==> src/rtl/ram_dma_engine_pkg.sv <==
// Shared definitions for the RAM DMA engine: FSM state encoding.
package ram_dma_engine_pkg;

    // Encoding is fixed: IDLE=0, RD=1, WR=2, FIN=3.
    typedef enum logic [1:0] {
        StIdle = 2'd0,
        StRd   = 2'd1,
        StWr   = 2'd2,
        StFin  = 2'd3
    } dma_state_e;

endpackage

==> src/rtl/ram_dma_csum.sv <==
// Wrapping word accumulator with synchronous clear and enable.
module ram_dma_csum #(
    parameter int unsigned DATA_WIDTH = 32
) (
    input  logic                  clk,
    input  logic                  rst_n,
    input  logic                  clr_i,
    input  logic                  en_i,
    input  logic [DATA_WIDTH-1:0] data_i,
    output logic [DATA_WIDTH-1:0] sum_o
);

    logic [DATA_WIDTH-1:0] sum_q, sum_d;

    // Clear wins over enable; both never coincide in the engine.
    always_comb begin
        sum_d = sum_q;
        if (clr_i) begin
            sum_d = '0;
        end else if (en_i) begin
            sum_d = sum_q + data_i;
        end
    end

    // Accumulator register.
    always_ff @(posedge clk or negedge rst_n) begin
        if (!rst_n) begin
            sum_q <= '0;
        end else begin
            sum_q <= sum_d;
        end
    end

    assign sum_o = sum_q;

endmodule

==> src/rtl/ram_dma_engine.sv <==
// RAM-to-RAM copy engine driving a single-port synchronous RAM.
// Each word costs one read cycle and one write cycle; abort is honoured in either.
// Optional feature: define RAM_DMA_CHECKSUM_EN to add a csum_o output that sums
// every word written during the transfer.
module ram_dma_engine
    import ram_dma_engine_pkg::*;
#(
    parameter int unsigned ADDR_WIDTH = 8,
    parameter int unsigned DATA_WIDTH = 32
) (
    input  logic                  clk,
    input  logic                  rst_n,
    input  logic                  start_i,
    input  logic                  abort_i,
    input  logic [ADDR_WIDTH-1:0] src_addr_i,
    input  logic [ADDR_WIDTH-1:0] dst_addr_i,
    input  logic [ADDR_WIDTH:0]   length_i,
    output logic                  busy_o,
    output logic                  done_o,
    output logic                  aborted_o,
    output logic [ADDR_WIDTH:0]   words_done_o,
    output logic [ADDR_WIDTH-1:0] mem_addr_o,
    output logic [DATA_WIDTH-1:0] mem_wdata_o,
    output logic                  mem_we_o,
    input  logic [DATA_WIDTH-1:0] mem_rdata_i
`ifdef RAM_DMA_CHECKSUM_EN
    ,
    output logic [DATA_WIDTH-1:0] csum_o
`endif
);

    localparam logic [ADDR_WIDTH:0] IdxOne = {{ADDR_WIDTH{1'b0}}, 1'b1};

    dma_state_e            state_q, state_d;
    logic [ADDR_WIDTH-1:0] src_q, src_d;
    logic [ADDR_WIDTH-1:0] dst_q, dst_d;
    logic [ADDR_WIDTH:0]   len_q, len_d;
    logic [ADDR_WIDTH:0]   idx_q, idx_d;
    logic                  aborted_q, aborted_d;
    logic [ADDR_WIDTH:0]   idx_inc;
    logic                  start_acc;

    assign idx_inc   = idx_q + IdxOne;
    assign start_acc = (state_q == StIdle) && start_i;

    // Next-state logic: latch the request on start, step the index on each write.
    always_comb begin
        state_d   = state_q;
        src_d     = src_q;
        dst_d     = dst_q;
        len_d     = len_q;
        idx_d     = idx_q;
        aborted_d = aborted_q;
        unique case (state_q)
            StIdle: begin
                if (start_i) begin
                    src_d     = src_addr_i;
                    dst_d     = dst_addr_i;
                    len_d     = length_i;
                    idx_d     = '0;
                    aborted_d = 1'b0;
                    state_d   = (length_i == '0) ? StFin : StRd;
                end
            end
            StRd: begin
                // Abort here drops the pending word without writing it.
                if (abort_i) begin
                    aborted_d = 1'b1;
                    state_d   = StFin;
                end else begin
                    state_d = StWr;
                end
            end
            StWr: begin
                // This cycle's write always completes, abort or not.
                idx_d = idx_inc;
                if (abort_i) begin
                    aborted_d = 1'b1;
                    state_d   = StFin;
                end else if (idx_inc == len_q) begin
                    state_d = StFin;
                end else begin
                    state_d = StRd;
                end
            end
            StFin: begin
                state_d = StIdle;
            end
            default: begin
                state_d = StIdle;
            end
        endcase
    end

    // State and datapath registers.
    always_ff @(posedge clk or negedge rst_n) begin
        if (!rst_n) begin
            state_q   <= StIdle;
            src_q     <= '0;
            dst_q     <= '0;
            len_q     <= '0;
            idx_q     <= '0;
            aborted_q <= 1'b0;
        end else begin
            state_q   <= state_d;
            src_q     <= src_d;
            dst_q     <= dst_d;
            len_q     <= len_d;
            idx_q     <= idx_d;
            aborted_q <= aborted_d;
        end
    end

    // RAM port decode; the address adders wrap naturally at ADDR_WIDTH bits.
    always_comb begin
        mem_we_o    = 1'b0;
        mem_addr_o  = '0;
        mem_wdata_o = '0;
        unique case (state_q)
            StRd: begin
                mem_addr_o = src_q + idx_q[ADDR_WIDTH-1:0];
            end
            StWr: begin
                mem_addr_o  = dst_q + idx_q[ADDR_WIDTH-1:0];
                mem_we_o    = 1'b1;
                mem_wdata_o = mem_rdata_i;
            end
            default: ;
        endcase
    end

    assign busy_o       = (state_q == StRd) || (state_q == StWr);
    assign done_o       = (state_q == StFin);
    assign aborted_o    = aborted_q;
    assign words_done_o = idx_q;

`ifdef RAM_DMA_CHECKSUM_EN
    ram_dma_csum #(
        .DATA_WIDTH(DATA_WIDTH)
    ) u_csum (
        .clk   (clk),
        .rst_n (rst_n),
        .clr_i (start_acc),
        .en_i  (state_q == StWr),
        .data_i(mem_rdata_i),
        .sum_o (csum_o)
    );
`else
    // No accumulator in this build; start_acc only feeds the checksum clear.
    logic unused_start_acc;
    assign unused_start_acc = start_acc;
`endif

endmodule

==> config.mk <==
export PLATFORM = sky130hd
export DESIGN_NAME = ram_dma_engine
export DESIGN_NICKNAME = d
export VERILOG_FILES = /design/src/rtl/ram_dma_engine_pkg.sv /design/src/rtl/ram_dma_csum.sv /design/src/rtl/ram_dma_engine.sv
export SDC_FILE = /design/constraint.sdc
export NUM_CORES = 1
export LEC_CHECK = 0
export CORE_ASPECT_RATIO = 1.4
export CORE_MARGIN = 2
export CORE_UTILIZATION = 43
export CTS_CLUSTER_SIZE = 30
export DETAILED_ROUTE_END_ITERATION = 7
export HOLD_SLACK_MARGIN = 0.03
export PLACE_DENSITY = 0.91
export RECOVER_POWER = 50
export SYNTH_ARGS = -nofsm -noshare
export SYNTH_HDL_FRONTEND = slang
export SYNTH_HIERARCHICAL = 1
export SYNTH_SLANG_ARGS = --single-unit
==> constraint.sdc <==
create_clock -name clk -period 5.05 [get_ports clk]
set_input_delay 1.01 -clock clk [delete_from_list [all_inputs] [get_ports clk]]
set_output_delay 1.01 -clock clk [all_outputs]
set_load 0.05 [all_outputs]
==> flow_summary.json, run 1 <==
{
  "cp_max_fo": 46,
  "final_common_cell": "clkdlybuf4s50_1",
  "final_cell_area_um2": 3890,
  "grt_max_degree": 47,
  "portBuffers": 113,
  "synth_seq_cells": 37,
  "vias": 2426,
  "rsz0062_at_grt": "no",
  "grt_pass1_wl_um": 11600,
  "cts.clk_slew.worst_paths_ns": 0.08,
  "wl_um": 6980,
  "power_switching_share": 0.507,
  "ys_top_cells_by_area": "dfrtp_1, mux2_2, and2_1",
  "criticalPathCategory": "reg -> out",
  "gp_congestion": 0.868,
  "period_minus_slack_ns": 4.55,
  "worstPathRequired_ns": 4.04,
  "synth_ff_type": "dfrtp_1",
  "core_area_um2": 5900,
  "area_growth_pct": 47.8,
  "final_cell_mix": "clkdlybuf4s50_1, and2_1, dfrtp_1",
  "layout.area.seq_um2": 926,
  "synth_cell_type_count": 41,
  "htree_levels": 2,
  "ys_seq_area_frac": 0.351,
  "final_max_slew_viol_count": 38,
  "cts_resized": 0,
  "ctsHoldBuffers": 0,
  "hold_ws_ns": 0.508,
  "num_rows": 33,
  "drt_iter0_drc": 129,
  "intPower_uw": 1390,
  "synth_edf_count": 0,
  "vdd_drop_max_mv": 0.500,
  "synthArstFlopShare": 1.00,
  "reg2reg_slack_ns": 1.51,
  "power_density_nw_per_um2": 722,
  "cts_tree": "built",
  "worstHoldStart": "dst_q[4]",
  "cts_setup_buffers": 0,
  "io_pins": 114,
  "synth.largest_area_cell": "dfrtp_1",
  "synth.avg_cell_area_um2": 9.58,
  "final.period_utilization": 0.901,
  "grt_use_total": 0.210,
  "skew_ns": 0.00899,
  "drc": 0,
  "holdPathStages": 1,
  "min_to": "dst_q[4]",
  "placed_cell_area_um2": 3810,
  "critPathCaptureType": "primary output",
  "final_nets": 452,
  "max-cap-violations": 1,
  "synth_cells": 275,
  "num-fill-cells": 494,
  "post_drt_via_cell_ratio": 5.40,
  "leakage_uw": 0.00160,
  "reg2reg_depth": 7,
  "violations": "capacitance limit, slew limit",
  "die_y_um": 96.6,
  "grt_pass1_vias": 2434,
  "multiInputGateArea_um2": 1590,
  "clockBufferDepth": 2,
  "clock_sinks": 37,
  "timing.fmax_mhz": 220,
  "avgRoutedWirePerCell_um": 15.5,
  "power_frac_clock": 0.078,
  "synth_area_um2": 2640,
  "r2r-end": "state_q[1]",
  "dpl.hpwl_um": 5410,
  "synth_fp_nets": 349,
  "hold_class": "reg -> reg",
  "overflow": 0,
  "clock_latency_ns": 0.30,
  "combPwrFrac": 0.709,
  "die-area_um2": 6780,
  "die-width_um": 70.2,
  "synth_warnings": 6,
  "cp.arrival_ns": 3.54,
  "fin_setup_tns_ns": 0,
  "r2r-start": "state_q[0]",
  "cts-root-buf": "clkbuf_8",
  "switchingPower_uw": 1420,
  "diodes": 0,
  "drtAntennaViolNets": 0,
  "start_kind": "flip-flop",
  "relSlewSlack": -0.330,
  "report.final.setup_viol": 0,
  "firstDrtPassIters": 4,
  "p_seq_frac": 0.213,
  "synth_top_area_share": 0.351,
  "worstMarginPinSlew_ns": 1.99,
  "numCtsBuffers": 5,
  "drive_above_1_share": 0.137,
  "hold_viol_final": 0,
  "antenna_found_initial": 0,
  "start_util": 0.446,
  "status": "complete, but fails checks"
}
-- logic make-up (layout without fill, tap and decap cells) --
kind of cell / count (synthesis) / in the layout / synth area share
and+or+nand+nor: 93 / 93 / 0.201
AOI/OAI and AO/OA: 47 / 47 / 0.108
muxes: 38 / 38 / 0.160
DFF: 37 / 37 / 0.351
buffers and inverters: 28 / 132 / 0.0456
xor gates and xnor gates: 19 / 19 / 0.0703
adders and majority gates: 13 / 13 / 0.0646
-- layer usage --
metal | GRT usage | routed length, µm | vias up
met4 | 0.0799 | 172 | 0
met2 | 0.387 | 3620 | 134
li1 | - | - | 1153
met1 | 0.229 | 2590 | 1124
met3 | 0.0490 | 594 | 15
met5 | 0 | 0 | -
-- how the worst max path moves through the flow --
stage                from              end  slack [ns]
6_report       state_q[0]  mem_wdata_o[16]        0.50
5_1_grt        state_q[0]  mem_wdata_o[16]        0.20
4_1_cts        state_q[0]    mem_addr_o[6]        0.69
3_5_place_dp   state_q[0]    mem_addr_o[6]        1.02
3_3_place_gp   state_q[0]    mem_addr_o[6]        1.15
2_1_floorplan  state_q[0]    mem_addr_o[6]        0.14
-- sequential cells by signal (all words and copies together), names as in the netlist --
signal and count:
aborted_o 1, len_q 9, src_q 8, state_q 2, dst_q 8, words_done_o 9
-- critical path, cell delays in order (launching register included) --
cell and delay (ns):
dfrtp_1 0.41, inv_1 0.12, ha_1 0.50, clkbuf_1 1.10
and2_1 0.28, clkdlybuf4s50_1 0.81
-- Yosys cell counts (6+ instances only) --
cell	n
nand2_1	17
clkbuf_1	14
and2_1	38
xnor2_1	13
inv_1	8
dfrtp_1	37
mux2_2	32
mux2i_1	6
nor3_1	11
o21ai_0	15
a21oi_1	20
ha_1	12
-- power groups by stage --
stage / combinational [µW] / clock, µW / sequential (µW)
floorplan: 1340 / 0 / 630
global placement: 1950 / 0 / 593
detailed placement: 2000 / 0 / 602
CTS: 2010 / 224 / 596
global route: 2120 / 236 / 617
finish: 1990 / 220 / 599
-- final cells by class --
cell class | count | area share
multi-input combinational | 210 | 0.408
timing repair buffer | 116 | 0.299
sequential | 37 | 0.238
tap | 70 | 0.0225
clock buffer | 6 | 0.0212
inverter | 8 | 0.00771
clock inverter | 2 | 0.00353
-- per-stage QoR --
stage / utilization / setup WS [ns] / instances / total power [µW]
floorplan: - / 0.140 / 275 / 1970
global placement: 0.645 / 1.15 / 441 / 2540
detailed placement: 0.645 / 1.02 / 441 / 2600
CTS: 0.661 / 0.687 / 449 / 2830
global route: 0.660 / 0.204 / 449 / 2980
finish: 0.660 / 0.502 / 449 / 2810
Power figures use the tool's default switching activity.
==> inputs of run 2 (changes only) <==
Settings changed: CORE_UTILIZATION 43 to 55, DONT_BUFFER_PORTS set to 1, PLACE_DENSITY 0.91 to 0.8.
==> flow_summary.json, run 2 (synthesis results as in run 1) <==
{
  "die-width_um": 62.5,
  "drtAntennaViolNets": 0,
  "clock_latency_ns": 0.29,
  "io_pins": 114,
  "worstPathRequired_ns": 4.04,
  "diodes": 0,
  "drive_above_1_share": 0.175,
  "grt_pass1_vias": 2005,
  "area_growth_pct": 4.23,
  "report.final.setup_viol": 0,
  "antenna_found_initial": 0,
  "rsz0062_at_grt": "no",
  "ctsHoldBuffers": 0,
  "avgRoutedWirePerCell_um": 17.3,
  "grt_pass1_wl_um": 9210,
  "vias": 2007,
  "critPathCaptureType": "primary output",
  "firstDrtPassIters": 5,
  "hold_viol_final": 0,
  "max-cap-violations": 0,
  "start_util": 0.576,
  "htree_levels": 2,
  "drc": 0,
  "criticalPathCategory": "reg -> out",
  "relSlewSlack": 0.267,
  "grt_use_total": 0.217,
  "cts-root-buf": "clkbuf_8",
  "skew_ns": 0.00842,
  "final_nets": 342,
  "start_kind": "flip-flop",
  "cp.arrival_ns": 3.34,
  "hold_class": "in -> async",
  "final_cell_mix": "and2_1, dfrtp_1, mux2_2",
  "cts_setup_buffers": 0,
  "clock_sinks": 37,
  "post_drt_via_cell_ratio": 6.08,
  "wl_um": 5700,
  "grt_max_degree": 51,
  "final_max_slew_viol_count": 0,
  "fin_setup_tns_ns": 0,
  "portBuffers": 0,
  "cts_tree": "built",
  "dpl.hpwl_um": 4480,
  "die_y_um": 85.9,
  "status": "complete, no violations",
  "gp_congestion": 0.834,
  "timing.fmax_mhz": 230,
  "cts_resized": 0,
  "die-area_um2": 5370,
  "final_common_cell": "and2_1",
  "num_rows": 29,
  "core_area_um2": 4570,
  "drt_iter0_drc": 79,
  "final.period_utilization": 0.862,
  "clockBufferDepth": 2,
  "period_minus_slack_ns": 4.35,
  "overflow": 0,
  "worstMarginPinSlew_ns": 1.10,
  "numCtsBuffers": 5,
  "cp_max_fo": 8,
  "cts.clk_slew.worst_paths_ns": 0.07
}
[run 2: final timing paths]
path	depth (start not counted)	end	slack, ns	startpoint
max	10	mem_addr_o[7]	0.70	state_q[0]
min	0	len_q[5]	0.41	rst_n
max reg2reg	7	state_q[1]	2.42	state_q[0]
min reg2reg	1	dst_q[3]	0.51	dst_q[3]
max in group asynchronous	0	aborted_o	4.54	rst_n
min in group clk	1	dst_q[3]	0.51	dst_q[3]
[run 2: worst max-delay path, cell delays in order, from the launching register on]
cell      delay (ns)
dfrtp_1         0.40
inv_1           0.12
ha_1            0.41
mux2_2          0.40
ha_1            0.27
a21o_1          0.18
a21oi_1         0.24
o21bai_1        0.12
o41a_1          0.33
xnor2_1         0.15
and2_1          0.46
[run 2: cell type report]
type                            count  area, µm²
Tap cell                           62       77.6
Fill cell                         377       1830
Clock inverter                      1       8.76
Clock buffer                        6       72.6
Timing Repair Buffer                6       37.5
Sequential cell                    37        926
Inverter                            8       30.0
Multi-Input combinational cell    210       1590
[run 2: metal layers]
metal  vias to the layer above  global-route usage  routed length (µm)
met3                         9              0.0499                 415
met5                         -                   0                   0
li1                        931                   -                   -
met2                       102               0.427                3180
met4                         0              0.0747                  78
met1                       965               0.223                2030
[run 2: per-stage QoR]
step,worst slack [ns],instances,cell area (µm²),util,hold WS (ns)
after detailed placement,1.12,323,2680,0.585,0.493
after global placement,1.20,323,2680,0.585,0.489
after CTS,0.827,330,2760,0.603,0.404
after global routing,0.508,330,2750,0.601,0.392
after floorplan,0.140,275,2640,-,0.474
final,0.696,330,2750,0.601,0.411
Power of run 2 is not shown: default switching activity piles up to over one toggle a cycle in this logic, so the estimate is an artifact.
==> inputs of run 3 (changes only) <==
--- a/config.mk
+++ b/config.mk
@@ -16,2 +16,3 @@
 export RECOVER_POWER = 50
+export SLEW_MARGIN = 5
 export SYNTH_ARGS = -nofsm -noshare
--- a/constraint.sdc
+++ b/constraint.sdc
@@ -3,2 +3,2 @@
 set_output_delay 1.01 -clock clk [all_outputs]
-set_load 0.05 [all_outputs]
+set_load 0.01 [all_outputs]
==> flow_summary.json, run 3 (synthesis results as in run 1) <==
{
  "status": "complete, no violations",
  "crit_cells": 12,
  "drive_above_1_share": 0.170,
  "skew_ns": 0.00259,
  "timing.fmax_mhz": 234,
  "cp_top_family": "adder cells",
  "area_growth_pct": 3.18,
  "r2r-start": "state_q[0]",
  "start_util": 0.576,
  "hold_ws_ns": 0.406,
  "report.final.setup_viol": 0,
  "criticalPathCategory": "reg -> out",
  "hold_viol_final": 0,
  "cts_setup_buffers": 0,
  "fin_setup_tns_ns": 0,
  "dp_cells": 319,
  "leakage_uw": 0.00115,
  "io_pins": 114,
  "drtAntennaViolNets": 0,
  "final_max_slew_viol_count": 0,
  "worstMarginPinSlew_ns": 1.44,
  "cts_tree": "built",
  "grt_use_total": 0.225,
  "crit_buf_inv": 2,
  "post_drt_via_cell_ratio": 6.14,
  "core_area_um2": 4570,
  "cp_common_cell": "inv_1",
  "stdcell_count": 327,
  "antenna_found_initial": 0,
  "die-area_um2": 5370,
  "clock_latency_ns": 0.29,
  "cts.clk_slew.worst_paths_ns": 0.07,
  "reg2reg_depth": 7,
  "cp.arrival_ns": 3.26,
  "ctsHoldBuffers": 0,
  "vias": 2008,
  "cp_max_fo": 42,
  "final_common_cell": "and2_1",
  "worstPathRequired_ns": 4.04,
  "numCtsBuffers": 5,
  "die_y_um": 85.9,
  "rsz0062_at_grt": "no",
  "drt_iter0_drc": 71,
  "gp_congestion": 0.800,
  "max-cap-violations": 0,
  "hold_class": "in -> async",
  "dpl.hpwl_um": 4460,
  "power_density_nw_per_um2": 678,
  "r2r-end": "state_q[1]",
  "firstDrtPassIters": 4,
  "num-fill-cells": 406,
  "critPathCaptureType": "primary output",
  "final_cell_mix": "and2_1, dfrtp_1, mux2_2",
  "clockBufferDepth": 2,
  "grt_pass1_vias": 1915,
  "die-width_um": 62.5,
  "avgRoutedWirePerCell_um": 18.1,
  "final_nets": 338,
  "period_minus_slack_ns": 4.27,
  "htree_levels": 2,
  "max_stage_delay_ns": 0.56,
  "overflow": 0,
  "diodes": 0,
  "clock_sinks": 37,
  "num_rows": 29,
  "drc": 0,
  "final.period_utilization": 0.845,
  "grt_pass1_wl_um": 9400,
  "crit_path_cell_trace": "inv_1, ha_2, mux2_2, ha_1, inv_1, fa_1, nor2b_1, o21ai_0, nand2b_1, a21o_1, a21oi_1, mux2i_1",
  "cpMaxStageDelayCell": "ha_2",
  "cts_resized": 0,
  "wl_um": 5900,
  "portBuffers": 0,
  "grt_max_degree": 43,
  "cts-root-buf": "clkbuf_8",
  "vdd_drop_max_mv": 0.355,
  "start_kind": "flip-flop",
  "reg2reg_slack_ns": 2.15,
  "relSlewSlack": 0.0429
}
## run 3: report_power, final
group	switching (µW)	internal (µW)	leakage, µW
clock	108	95.2	0.0000439
sequential	180	437	0.000453
combinational	536	488	0.000651
total	825	1020	0.00115
## run 3: routing by layer
metal  share of wire  up-vias  wire [µm]  GRT usage
li1                -      930          -          -
met1            0.37      968       2180      0.240
met2            0.55      101       3240      0.434
met3           0.066        9        387     0.0446
met4           0.017        0        102     0.0828
met5               0        -          0          0
## run 3: worst max path at each step
stage                          to  slack (ns)        from
finish              mem_addr_o[6]        0.78  state_q[0]
global route        mem_addr_o[6]        0.52  state_q[0]
CTS                 mem_addr_o[6]        0.74  state_q[0]
detailed placement  mem_addr_o[6]        1.06  state_q[0]
global placement    mem_addr_o[7]        1.17  state_q[0]
floorplan           mem_addr_o[6]        1.03  state_q[0]
## run 3: worst reg2reg max path, delay by kind of cell (launching register included)
| kind | cells | cell delay (ns) |
|---|---|---|
| compound gates | 1 | 0.22 |
| fa+ha+maj | 1 | 0.57 |
| buf+inv | 3 | 1.13 |
| flops | 1 | 0.40 |
| simple gates | 2 | 0.48 |
## run 3: layout make-up
type	count	area [µm²]	area share
repair buffers	2	7.51	0.00276
clock inverters	3	17.5	0.00644
inverters	8	30.0	0.0110
well taps	62	77.6	0.0285
flip-flops and latches	37	926	0.341
multi-input cells	210	1590	0.585
clock buffers	5	68.8	0.0253
## run 3: stage by stage
stage | area [µm²] | power [µW] | utilization | setup slack, ns
CTS | 2730 | 1860 | 0.596 | 0.736
detailed placement | 2640 | 1650 | 0.577 | 1.06
finish | 2720 | 1840 | 0.595 | 0.780
global placement | 2640 | 1610 | 0.577 | 1.17
global route | 2720 | 1980 | 0.595 | 0.524
floorplan | 2640 | 1460 | - | 1.03
